--- src/rtl/vga_scan_gen.sv ---
// VGA raster scan generator: Clk/2 pixel enable, 10-bit column/line counters, registered syncs.
// Optional 8-bit frame counter output when VGA_SCAN_FRAME_COUNT_EN is defined.
module vga_scan_gen #(
    parameter int H_VISIBLE = 640,
    parameter int H_FP      = 16,
    parameter int H_SYNC    = 96,
    parameter int H_BP      = 48,
    parameter int V_VISIBLE = 480,
    parameter int V_FP      = 10,
    parameter int V_SYNC    = 2,
    parameter int V_BP      = 33
) (
    input  logic       Clk,
    input  logic       Reset,
    output logic       VGA_CLK,
    output logic       pixel_ce,
    output logic       VGA_HS,
    output logic       VGA_VS,
    output logic       VGA_BLANK_N,
    output logic       VGA_SYNC_N,
    output logic [9:0] DrawX,
    output logic [9:0] DrawY,
    output logic       line_start,
    output logic       frame_start
`ifdef VGA_SCAN_FRAME_COUNT_EN
    ,
    output logic [7:0] frame_count
`endif
);

    localparam int H_TOTAL = H_VISIBLE + H_FP + H_SYNC + H_BP;
    localparam int V_TOTAL = V_VISIBLE + V_FP + V_SYNC + V_BP;

    localparam logic [9:0] H_MAX      = 10'(H_TOTAL - 1);
    localparam logic [9:0] V_MAX      = 10'(V_TOTAL - 1);
    localparam logic [9:0] H_VIS_END  = 10'(H_VISIBLE);
    localparam logic [9:0] V_VIS_END  = 10'(V_VISIBLE);
    localparam logic [9:0] HS_START   = 10'(H_VISIBLE + H_FP);
    localparam logic [9:0] HS_END     = 10'(H_VISIBLE + H_FP + H_SYNC);
    localparam logic [9:0] VS_START   = 10'(V_VISIBLE + V_FP);
    localparam logic [9:0] VS_END     = 10'(V_VISIBLE + V_FP + V_SYNC);

    logic       phase_reg;
    logic [9:0] x_reg;
    logic [9:0] y_reg;
    logic [9:0] x_next;
    logic [9:0] y_next;
    logic       hs_reg;
    logic       vs_reg;
    logic       blank_n_reg;
    logic       line_start_reg;
    logic       frame_start_reg;
    logic       line_wrap;
    logic       frame_wrap;

    assign line_wrap  = phase_reg && (x_reg == H_MAX);
    assign frame_wrap = line_wrap && (y_reg == V_MAX);

    always_comb begin
        x_next = x_reg;
        y_next = y_reg;
        if (phase_reg) begin
            if (x_reg == H_MAX) begin
                x_next = 10'd0;
                y_next = (y_reg == V_MAX) ? 10'd0 : y_reg + 10'd1;
            end else begin
                x_next = x_reg + 10'd1;
            end
        end
    end

    // Sync and blank are derived from the next counter values so they
    // update on the very edge the counters do.
    always_ff @(posedge Clk) begin
        if (Reset) begin
            phase_reg       <= 1'b0;
            x_reg           <= 10'd0;
            y_reg           <= 10'd0;
            hs_reg          <= 1'b1;
            vs_reg          <= 1'b1;
            blank_n_reg     <= 1'b1;
            line_start_reg  <= 1'b0;
            frame_start_reg <= 1'b0;
        end else begin
            phase_reg       <= ~phase_reg;
            x_reg           <= x_next;
            y_reg           <= y_next;
            hs_reg          <= !((x_next >= HS_START) && (x_next < HS_END));
            vs_reg          <= !((y_next >= VS_START) && (y_next < VS_END));
            blank_n_reg     <= (x_next < H_VIS_END) && (y_next < V_VIS_END);
            line_start_reg  <= line_wrap;
            frame_start_reg <= frame_wrap;
        end
    end

`ifdef VGA_SCAN_FRAME_COUNT_EN
    logic [7:0] frame_count_reg;

    always_ff @(posedge Clk) begin
        if (Reset) begin
            frame_count_reg <= 8'd0;
        end else if (frame_wrap) begin
            frame_count_reg <= frame_count_reg + 8'd1;
        end
    end

    assign frame_count = frame_count_reg;
`endif

    assign VGA_CLK     = phase_reg;
    assign pixel_ce    = phase_reg;
    assign VGA_HS      = hs_reg;
    assign VGA_VS      = vs_reg;
    assign VGA_BLANK_N = blank_n_reg;
    assign VGA_SYNC_N  = 1'b0;
    assign DrawX       = x_reg;
    assign DrawY       = y_reg;
    assign line_start  = line_start_reg;
    assign frame_start = frame_start_reg;

endmodule

--- config.mk ---
export PLATFORM = sky130hd
export DESIGN_NAME = vga_scan_gen
export DESIGN_NICKNAME = d
export VERILOG_FILES = /design/src/rtl/vga_scan_gen.sv
export SDC_FILE = /design/constraint.sdc
export NUM_CORES = 1
export LEC_CHECK = 0
export BUFFER_PORTS_ARGS = -buffer_cell sky130_fd_sc_hd__buf_2
export CAP_MARGIN = 20
export CORE_MARGIN = 2
export CORE_UTILIZATION = 55
export CTS_CLUSTER_SIZE = 30
export DETAILED_ROUTE_END_ITERATION = 10
export PLACE_DENSITY_LB_ADDON = 0.1
export SYNTH_ARGS = -nofsm -noshare
export SYNTH_HDL_FRONTEND = slang
export SYNTH_SLANG_ARGS = --single-unit
export TNS_END_PERCENT = 5
--- constraint.sdc ---
create_clock -name Clk -period 3.95 [get_ports Clk]
set_input_delay 0.395 -clock Clk [delete_from_list [all_inputs] [get_ports Clk]]
set_output_delay 0.395 -clock Clk [all_outputs]
set_load 0.01 [all_outputs]
==> flow_summary_export.csv <==
group,metric,value,unit
global_routing,overflow,0,
sta,max_freq,404,MHz
cts,cts_tree,"done",
sta,fin_crit,2.47,ns
setup_path,cp-start-kind,"flop",
route,ant_nets,0,
global_routing,first_global_vias,1043,
floorplan,die_height,53.6,um
synth,ys_top_cells_by_area,"dfxtp_1 (38%), nor2_1 (7.2%), xnor2_1 (6.5%), nand4_1 (3.7%), ha_1 (2.8%)",
layout,area_growth,10.3,%
place,io_buffers,28,
job,cap_viol_max_count,0,
global_routing,grt_first_pass_wirelength,4880,um
layout,nets,192,
synth,netlist_instances,164,
cts,clk_pin_slew,0.14,ns
sta,slew_violations,0,
synth,ys_ff_latch,26,
synth,netlist_top_cells_count,"dfxtp_1 (26), nor2_1 (26), xnor2_1 (10)",
synth,post_synth.cell_area_avg,8.25,um^2
synth,synthFlopType,"dfxtp_1",
cts,root_buffer,"clkbuf_4",
cts,cts_resized,0,
layout,drive_gt1_frac,0.200,
layout,num_antenna_cells,0,
sta,skew,0.00861,ns
place,gp_congestion,0.851,
cts,numCtsBuffers,3,
sta,grt_setup_unrepaired,"false",
synth,syn-num-nets,169,
synth,synth_top_area_cell,"dfxtp_1",
floorplan,io_pins,30,
global_routing,grt_usage,0.229,
floorplan,num_rows,17,
layout,layout.cells.non_filler,213,
synth,yosys_warnings,0,
floorplan,core-area,0.00228,mm^2
cts,cts_hold_buf,0,
route,routed_wl,2750,um
layout,fillerInstances,199,
floorplan,die_area,0.00287,mm^2
cts,cts_max_path_buffers,2,
setup_path,arrival,2.70,ns
synth,async_flop_share,0,
route,wire_per_inst,12.9,um
sta,hold_viol,0,
synth,synth_top_area_share,0.384,
sta,slew_headroom,0.508,
sta,tightest_slew,0.731,ns
floorplan,die_width,53.6,um
floorplan,start_util,0.595,
setup_path,critPathKind,"flop to flop",
setup_path,path_max_fanout,16,
sta,setup_tns,0,ns
setup_path,required,4.17,ns
place,hpwl,1990,um
sta,whs,0.415,ns
setup_path,crit_path_end_kind,"flop",
route,via_per_inst,5.62,
pwr,vdd_ir_drop_max,0.206,mV
place,dp.cells,210,
cts,htreeDepth,1,
cts,cts_num_sinks,26,
route,firstDrtPassIters,5,
worst_hold_path,min_path_type,"primary input to flop",
synth,synth-edff-count,0,
route,drt_iter0_drc,45,
layout,fin_util,0.656,
route,vias,1197,
cts,clk-insertion-delay-late,0.32,ns
sta,finalCritPeriodShare,0.626,
route,drc_errors,0,
pwr,leakage,0.000570,uW
pwr,powerDensity,265,mW/mm^2
global_routing,antenna_found_initial,0,
synth,ys_seq_area_frac,0.384,
synth,syn_area,0.00135,mm^2
status,run_status,"completed",
synth,yosysUniqueCellTypes,40,
cts,post-cts-setup-buffers,0,
sta,setup_violations,0,
global_routing,grt_max_degree,19,
-- placed cells by master, fill, tap and decap left out, drive strengths merged, types with 6 or more instances in the layout --
cell type  Yosys  layout
a21oi          7       7
buf            6      28
nand3          7       7
o21ai          8       8
nor2          26      26
dfxtp         26      26
xnor2         10      10
nand2          9       9
nor3           6       6
inv            6       6
nand4          9       9
-- final timing paths --
| kind | endpoint | slack [ns] | cells past startpoint | startpoint |
|---|---|---|---|---|
| max | VGA_BLANK_N | 1.48 | 7 | DrawX[0] |
| max reg2reg | VGA_BLANK_N | 1.48 | 7 | DrawX[0] |
| min reg2reg | VGA_HS | 0.46 | 1 | DrawX[9] |
| min | VGA_CLK | 0.41 | 2 | Reset |
-- through the flow --
step,setup slack (ns),area (um^2),power (uW)
after CTS,1.49,1490,400
final,1.48,1490,395
after floorplan,1.69,1350,287
after global placement,1.59,1470,289
after detailed placement,1.50,1470,290
after global routing,1.32,1490,413
-- where the power goes --
| part | internal, uW | switching, uW |
|---|---|---|
| clock network | 35.7 | 76.3 |
| registers | 265 | 4.07 |
| logic | 5.73 | 8.75 |
-- per-layer routing --
| layer | GRT usage | wire length, um |
|---|---|---|
| met3 | 0.0361 | 182 |
| met5 | 0 | 0 |
| met1 | 0.346 | 1350 |
| met2 | 0.335 | 1190 |
| met4 | 0.0641 | 27 |
-- logic make-up after synthesis --
group                      share of synthesized area
other                                        0.00277
DFF                                            0.384
adders and majority gates                     0.0277
buffers and inverters                         0.0601
AOI/OAI and AO/OA                              0.109
xor gates and xnor gates                      0.0906
and+or+nand+nor                                0.325
-- layout make-up --
type                    instances  area [um^2]  area share
well taps                      28         35.0      0.0235
repair buffers                 28          140      0.0939
clock buffers                   3         22.5      0.0151
multi-input cells             122          752       0.504
flip-flops and latches         26          520       0.349
inverters                       6         22.5      0.0151
-- critical path, cell delays in order, from the launching register on --
cell and delay (ns):
dfxtp_1 0.43, ha_1 0.21, and4_2 0.31, nand4_4 0.23
or3_1 0.43, xnor2_1 0.17, or3_1 0.39, a31o_1 0.21
(Power assumes the default switching activity.)
